### config.mk
export PLATFORM = sky130hd
export DESIGN_NAME = step_input_conditioner
export DESIGN_NICKNAME = d
export VERILOG_FILES = /design/src/rtl/step_input_conditioner.sv
export SDC_FILE = /design/constraint.sdc
export NUM_CORES = 1
export LEC_CHECK = 0
export CAP_MARGIN = 20
export CELL_PAD_IN_SITES_DETAIL_PLACEMENT = 0
export CELL_PAD_IN_SITES_GLOBAL_PLACEMENT = 2
export CORE_UTILIZATION = 44
export DETAILED_ROUTE_END_ITERATION = 10
export DONT_BUFFER_PORTS = 1
export GPL_ROUTABILITY_DRIVEN = 1
export PLACE_DENSITY = 0.82
export REMOVE_ABC_BUFFERS = 1
export SLEW_MARGIN = 25
export SYNTH_ARGS = -nofsm -noshare
export SYNTH_HDL_FRONTEND = slang
export SYNTH_SLANG_ARGS = --single-unit
### constraint.sdc
create_clock -name CLK -period 5.4 [get_ports CLK]
set_clock_uncertainty 0.2 [all_clocks]
set_input_delay 0.81 -clock CLK [delete_from_list [all_inputs] [get_ports CLK]]
set_output_delay 0.81 -clock CLK [all_outputs]
set_load 0.02 [all_outputs]
### src/rtl/step_input_conditioner.sv
`default_nettype none
// ============================================================================
//  Module   : step_input_conditioner
//  Purpose  : Synchronises and debounces the single-step push-button and the
//             two display-select slide switches. Produces a one-cycle step
//             pulse per accepted press, stable switch levels and an 8-bit
//             press counter for bring-up.
//  Ports    : CLK            - system clock, rising edge
//             Reset          - asynchronous active-high reset
//             Button_Raw     - raw step button (1 = pressed), asynchronous
//             Switch_Raw     - raw display-select switches, asynchronous
//             Step_Pulse     - one-cycle pulse per accepted press (registered)
//             Button_Level   - debounced button level
//             Switch_Status  - debounced switch levels, bits independent
//             Press_Count    - accepted presses modulo 256
//  Revision : 1.0 - initial release
// ============================================================================
module step_input_conditioner #(
    parameter int DEBOUNCE_CYCLES = 50000,
    parameter int CNT_W           = 16
) (
    input  logic       CLK,
    input  logic       Reset,
    input  logic       Button_Raw,
    input  logic [1:0] Switch_Raw,
    output logic       Step_Pulse,
    output logic       Button_Level,
    output logic [1:0] Switch_Status,
    output logic [7:0] Press_Count
);

    // Terminal count: a level is accepted on the edge that finds the counter
    // here while the sample still disagrees with the current level.
    localparam logic [CNT_W-1:0] CNT_LAST = CNT_W'(DEBOUNCE_CYCLES - 1);
    localparam logic [CNT_W-1:0] CNT_ONE  = CNT_W'(1);

    // ------------------------------------------------------------------
    // Two-flop synchronisers: bit 0 = button, bits 2:1 = switches
    // ------------------------------------------------------------------
    logic [2:0] sync_s1;
    logic [2:0] sync_s2;

    always_ff @(posedge CLK or posedge Reset) begin
        if (Reset) begin
            sync_s1 <= 3'b000;
            sync_s2 <= 3'b000;
        end else begin
            sync_s1 <= {Switch_Raw, Button_Raw};
            sync_s2 <= sync_s1;
        end
    end

    logic       btn_s2;
    logic [1:0] sw_s2;
    assign btn_s2 = sync_s2[0];
    assign sw_s2  = sync_s2[2:1];

    // ------------------------------------------------------------------
    // Button debounce FSM
    // ------------------------------------------------------------------
    typedef enum logic [1:0] {
        IDLE         = 2'd0,
        PRESS_WAIT   = 2'd1,
        PRESSED      = 2'd2,
        RELEASE_WAIT = 2'd3
    } btn_state_t;

    btn_state_t       btn_state;
    btn_state_t       btn_state_nx;
    logic [CNT_W-1:0] btn_cnt;
    logic [CNT_W-1:0] btn_cnt_nx;
    logic             pulse_nx;

    always_ff @(posedge CLK or posedge Reset) begin
        if (Reset) begin
            btn_state   <= IDLE;
            btn_cnt     <= '0;
            Step_Pulse  <= 1'b0;
            Press_Count <= 8'h00;
        end else begin
            btn_state  <= btn_state_nx;
            btn_cnt    <= btn_cnt_nx;
            Step_Pulse <= pulse_nx;
            // Counter advances on the same edge that raises Step_Pulse.
            if (pulse_nx) begin
                Press_Count <= Press_Count + 8'd1;
            end
        end
    end

    always_comb begin
        btn_state_nx = btn_state;
        btn_cnt_nx   = btn_cnt;
        pulse_nx     = 1'b0;
        case (btn_state)
            IDLE: begin
                if (btn_s2) begin
                    btn_state_nx = PRESS_WAIT;
                    btn_cnt_nx   = CNT_ONE;
                end
            end
            PRESS_WAIT: begin
                if (!btn_s2) begin
                    // Bounce: discard the partial count.
                    btn_state_nx = IDLE;
                    btn_cnt_nx   = '0;
                end else if (btn_cnt == CNT_LAST) begin
                    btn_state_nx = PRESSED;
                    btn_cnt_nx   = '0;
                    pulse_nx     = 1'b1;
                end else begin
                    btn_cnt_nx = btn_cnt + CNT_ONE;
                end
            end
            PRESSED: begin
                if (!btn_s2) begin
                    btn_state_nx = RELEASE_WAIT;
                    btn_cnt_nx   = CNT_ONE;
                end
            end
            RELEASE_WAIT: begin
                if (btn_s2) begin
                    // Release bounce: fall back to PRESSED without a new pulse.
                    btn_state_nx = PRESSED;
                    btn_cnt_nx   = '0;
                end else if (btn_cnt == CNT_LAST) begin
                    btn_state_nx = IDLE;
                    btn_cnt_nx   = '0;
                end else begin
                    btn_cnt_nx = btn_cnt + CNT_ONE;
                end
            end
            default: begin
                btn_state_nx = IDLE;
                btn_cnt_nx   = '0;
            end
        endcase
    end

    assign Button_Level = (btn_state == PRESSED) || (btn_state == RELEASE_WAIT);

    // ------------------------------------------------------------------
    // Switch filters: one counter per bit, a matching sample clears it
    // ------------------------------------------------------------------
    genvar gi;
    generate
        for (gi = 0; gi < 2; gi++) begin : g_sw
            logic [CNT_W-1:0] sw_cnt;
            logic             sw_level;

            always_ff @(posedge CLK or posedge Reset) begin
                if (Reset) begin
                    sw_cnt   <= '0;
                    sw_level <= 1'b0;
                end else if (sw_s2[gi] == sw_level) begin
                    sw_cnt <= '0;
                end else if (sw_cnt == CNT_LAST) begin
                    sw_level <= sw_s2[gi];
                    sw_cnt   <= '0;
                end else begin
                    sw_cnt <= sw_cnt + CNT_ONE;
                end
            end

            assign Switch_Status[gi] = sw_level;
        end
    endgenerate

endmodule
`default_nettype wire

==> flow_summary.yaml <==
synth:
  ys_warn_count: 0
  yosysSeqAreaShare_pct: 53.5
  synth_fa_ha_area_share_pct: 1.60
  async_flop_share_pct: 100
  ys_types: 40
  yosysTopAreaCellShare_pct: 53.5
  synth_area_leaders: "dfrtp_1 (53%), xnor2_1 (5.9%), xor2_1 (5.3%)"
  synth_seq_cells: 67
  synth_ff_type: "dfrtp_1"
  synth_area_um2: 3140
  synth_xor_area_share_pct: 11.2
  synth-edff-count: 0
  synth_compound_area_share_pct: 5.82
  synth_area_per_cell_um2: 10.3
  synthMuxAreaShare_pct: 1.44
  yosys.area.top_type: "dfrtp_1"
  synthSimpleGateAreaFrac_pct: 23.2
  synth_top_family_by_area: "simple AND/OR/NAND/NOR gates"
  synth_cells: 305
cts:
  cts.sinks: 67
  tritoncts: "yes"
  htree_levels: 3
  clk_path_buf_depth: 2
  clkLatencyLatePin_ns: 0.35
  post_cts_resized: 0
  clk_pin_slew_ns: 0.08
  cts_setup_buffers: 0
  ctsHoldBuffers: 0
  numCtsBuffers: 9
  clockRootBuffer: "clkbuf_8"
setup_path:
  rr_worst_depth: 6
  worstReg2RegEnd: "btn_cnt[15]$_DFFE_PP0P_"
  criticalPathCategory: "reg2reg"
  endpoint_kind: "flip-flop"
  worst-path-buf-inv: 0
  path_cells: "ha_1, and3_1, and4_4, nor2_2, a41oi_1, a31oi_1"
  cp_slowest_cell: "nor2_2"
  timing.rr.start: "btn_cnt[0]$_DFFE_PP0P_"
  max_stage_delay_ns: 0.57
  startpoint_type: "flip-flop"
  path_depth: 6
  critPathTopFamily: "simple AND/OR/NAND/NOR gates"
  reg2reg_slack_ns: 3.08
  critPathRequiredTime_ns: 5.46
  worstPathArrival_ns: 2.38
  path_max_fanout: 19
drt:
  drt_iter0_drc: 121
  first_pass_iters: 4
  wl_per_cell_um: 14.2
  num_vias: 2148
  routed_wirelength_um: 5800
  route.detailed.drc: 0
  final_antenna_net_count: 0
  avgViaCountPerCell: 5.26
sta:
  setup_violations: 0
  min_period_ns: 2.32
  rsz0062_at_grt: "false"
  max_slew_margin_pct: 52.2
  worst_pin_slew_ns: 0.716
  hold_violations: 0
  timing.setup.tns_ns: 0
  post-route-period-util_pct: 43.0
  fmax_mhz: 431
  finalMaxSlewViolations: 0
  fin_ws_ns: 3.08
layout:
  syn_to_final_growth_pct: 8.02
  drive_gt1_share_pct: 8.33
  diodes: 0
  final_cell_mix: "dfrtp_1 (67), nor2_1 (40), nand2_1 (29), nand3_1 (26), xnor2_1 (21)"
  nets: 316
  final-seq-area_um2: 1680
  fillers: 643
  multi_input_area_um2: 1360
  layout_commonest_cell: "dfrtp_1"
grt:
  grt_pass1_wl_um: 9890
  grt.busiest_layer: "met1"
  gr-usage-met2_pct: 24.7
  grt_max_degree: 55
  met3_usage_pct: 4.00
  grt_usage_pct: 17.4
  grt_pass1_vias: 2047
  grtUsageMet1_pct: 24.8
  grt_overflow_total: 0
  antenna_found_initial: 0
job:
  drv_cap: 0
floorplanning:
  io_pins: 17
  die_w_um: 86.4
  die_area_um2: 7470
  rows: 30
  initial_core_util_pct: 45.9
  die_h_um: 86.4
  core_um2: 6830
pwr:
  power_leakage_nw: 1.46
  ir_worst_vdd_mv: 0.211
  pwr_density_cell_nw_per_um2: 330
worst_hold_path:
  hp-class: "in2async"
placed_design:
  dp_hpwl_um: 3800
  place_worst_setup_slack_ns: 3.13
  gp_congestion: 0.705
  numPortBuffers: 0
status:
  status: "finished clean"
worst register-to-register path, cell delays in order (launching register included):
cell and delay (ns):
dfrtp_1 0.43, ha_1 0.26, and3_1 0.21, and4_4 0.16
nor2_2 0.57, a41oi_1 0.22, a31oi_1 0.19
cells by family after synthesis:
logic type | count (synthesis)
buffers and inverters | 17
adder cells (fa/ha/maj) | 4
AO/OA/AOI/OAI | 30
AND/OR/NAND/NOR | 143
flip-flops | 67
XOR/XNOR | 40
multiplexers | 4
metal layers:
| layer | vias to the layer above | wire length (um) | share of wire (%) |
|---|---|---|---|
| met5 | - | 0 | 0 |
| met2 | 31 | 2560 | 44 |
| met3 | 7 | 185 | 3.2 |
| met1 | 1041 | 2960 | 51 |
| met4 | 0 | 91 | 1.6 |
| li1 | 1069 | - | - |
layout make-up:
| type | count | share of cell area, % |
|---|---|---|
| flip-flops and latches | 67 | 49.5 |
| multi-input cells | 221 | 40.0 |
| clock buffers | 9 | 3.66 |
| well taps | 96 | 3.55 |
| clock inverters | 7 | 2.29 |
| inverters | 7 | 0.775 |
| repair buffers | 1 | 0.222 |
per-stage QoR:
stage	total power, mW	hold slack (ns)	utilization [%]	std cells	area (um^2)
after global routing	1.18	0.0761	49.6	408	3390
after CTS	1.14	0.0728	49.6	408	3390
after global placement	0.713	0.131	46.6	392	3190
final	1.12	0.0766	49.6	408	3390
after detailed placement	0.710	0.135	46.6	392	3190
after floorplan	0.665	0.131	-	295	3060
worst max-delay path by stage:
stage,from,endpoint,slack (ns)
floorplan,Reset,Press_Count[0]$_DFFE_PP0P_,2.71
global placement,btn_cnt[0]$_DFFE_PP0P_,btn_cnt[7]$_DFFE_PP0P_,3.14
detailed placement,btn_cnt[0]$_DFFE_PP0P_,btn_cnt[12]$_DFFE_PP0P_,3.13
CTS,btn_cnt[0]$_DFFE_PP0P_,btn_cnt[15]$_DFFE_PP0P_,3.07
global route,btn_cnt[0]$_DFFE_PP0P_,btn_cnt[15]$_DFFE_PP0P_,2.91
finish,btn_cnt[0]$_DFFE_PP0P_,btn_cnt[15]$_DFFE_PP0P_,3.08
Yosys cell counts, drive strengths merged, types with 5 or more instances:
| master | count |
|---|---|
| nand4 | 11 |
| nor4 | 5 |
| and3 | 9 |
| a31oi | 8 |
| a21oi | 6 |
| nand2 | 29 |
| o21ai | 9 |
| and4 | 5 |
| buf | 8 |
| inv | 7 |
| xor2 | 19 |
| dfrtp | 67 |
| nand3 | 26 |
| nor2 | 41 |
| xnor2 | 21 |
state kept, by name (all words and copies together), names as in the netlist, named ones only:
register / count
btn_state: 1
Press_Count: 8
g_sw.sw_cnt: 32
sync_s2: 3
Step_Pulse: 1
g_sw.sw_level: 2
btn_cnt: 16
sync_s1: 3
power by group:
part | internal [mW] | switching, mW | total [mW]
Clock | 0.216 | 0.204 | 0.420
Combinational | 0.0415 | 0.101 | 0.142
Sequential | 0.523 | 0.0328 | 0.556
(Power assumes the default switching activity.)
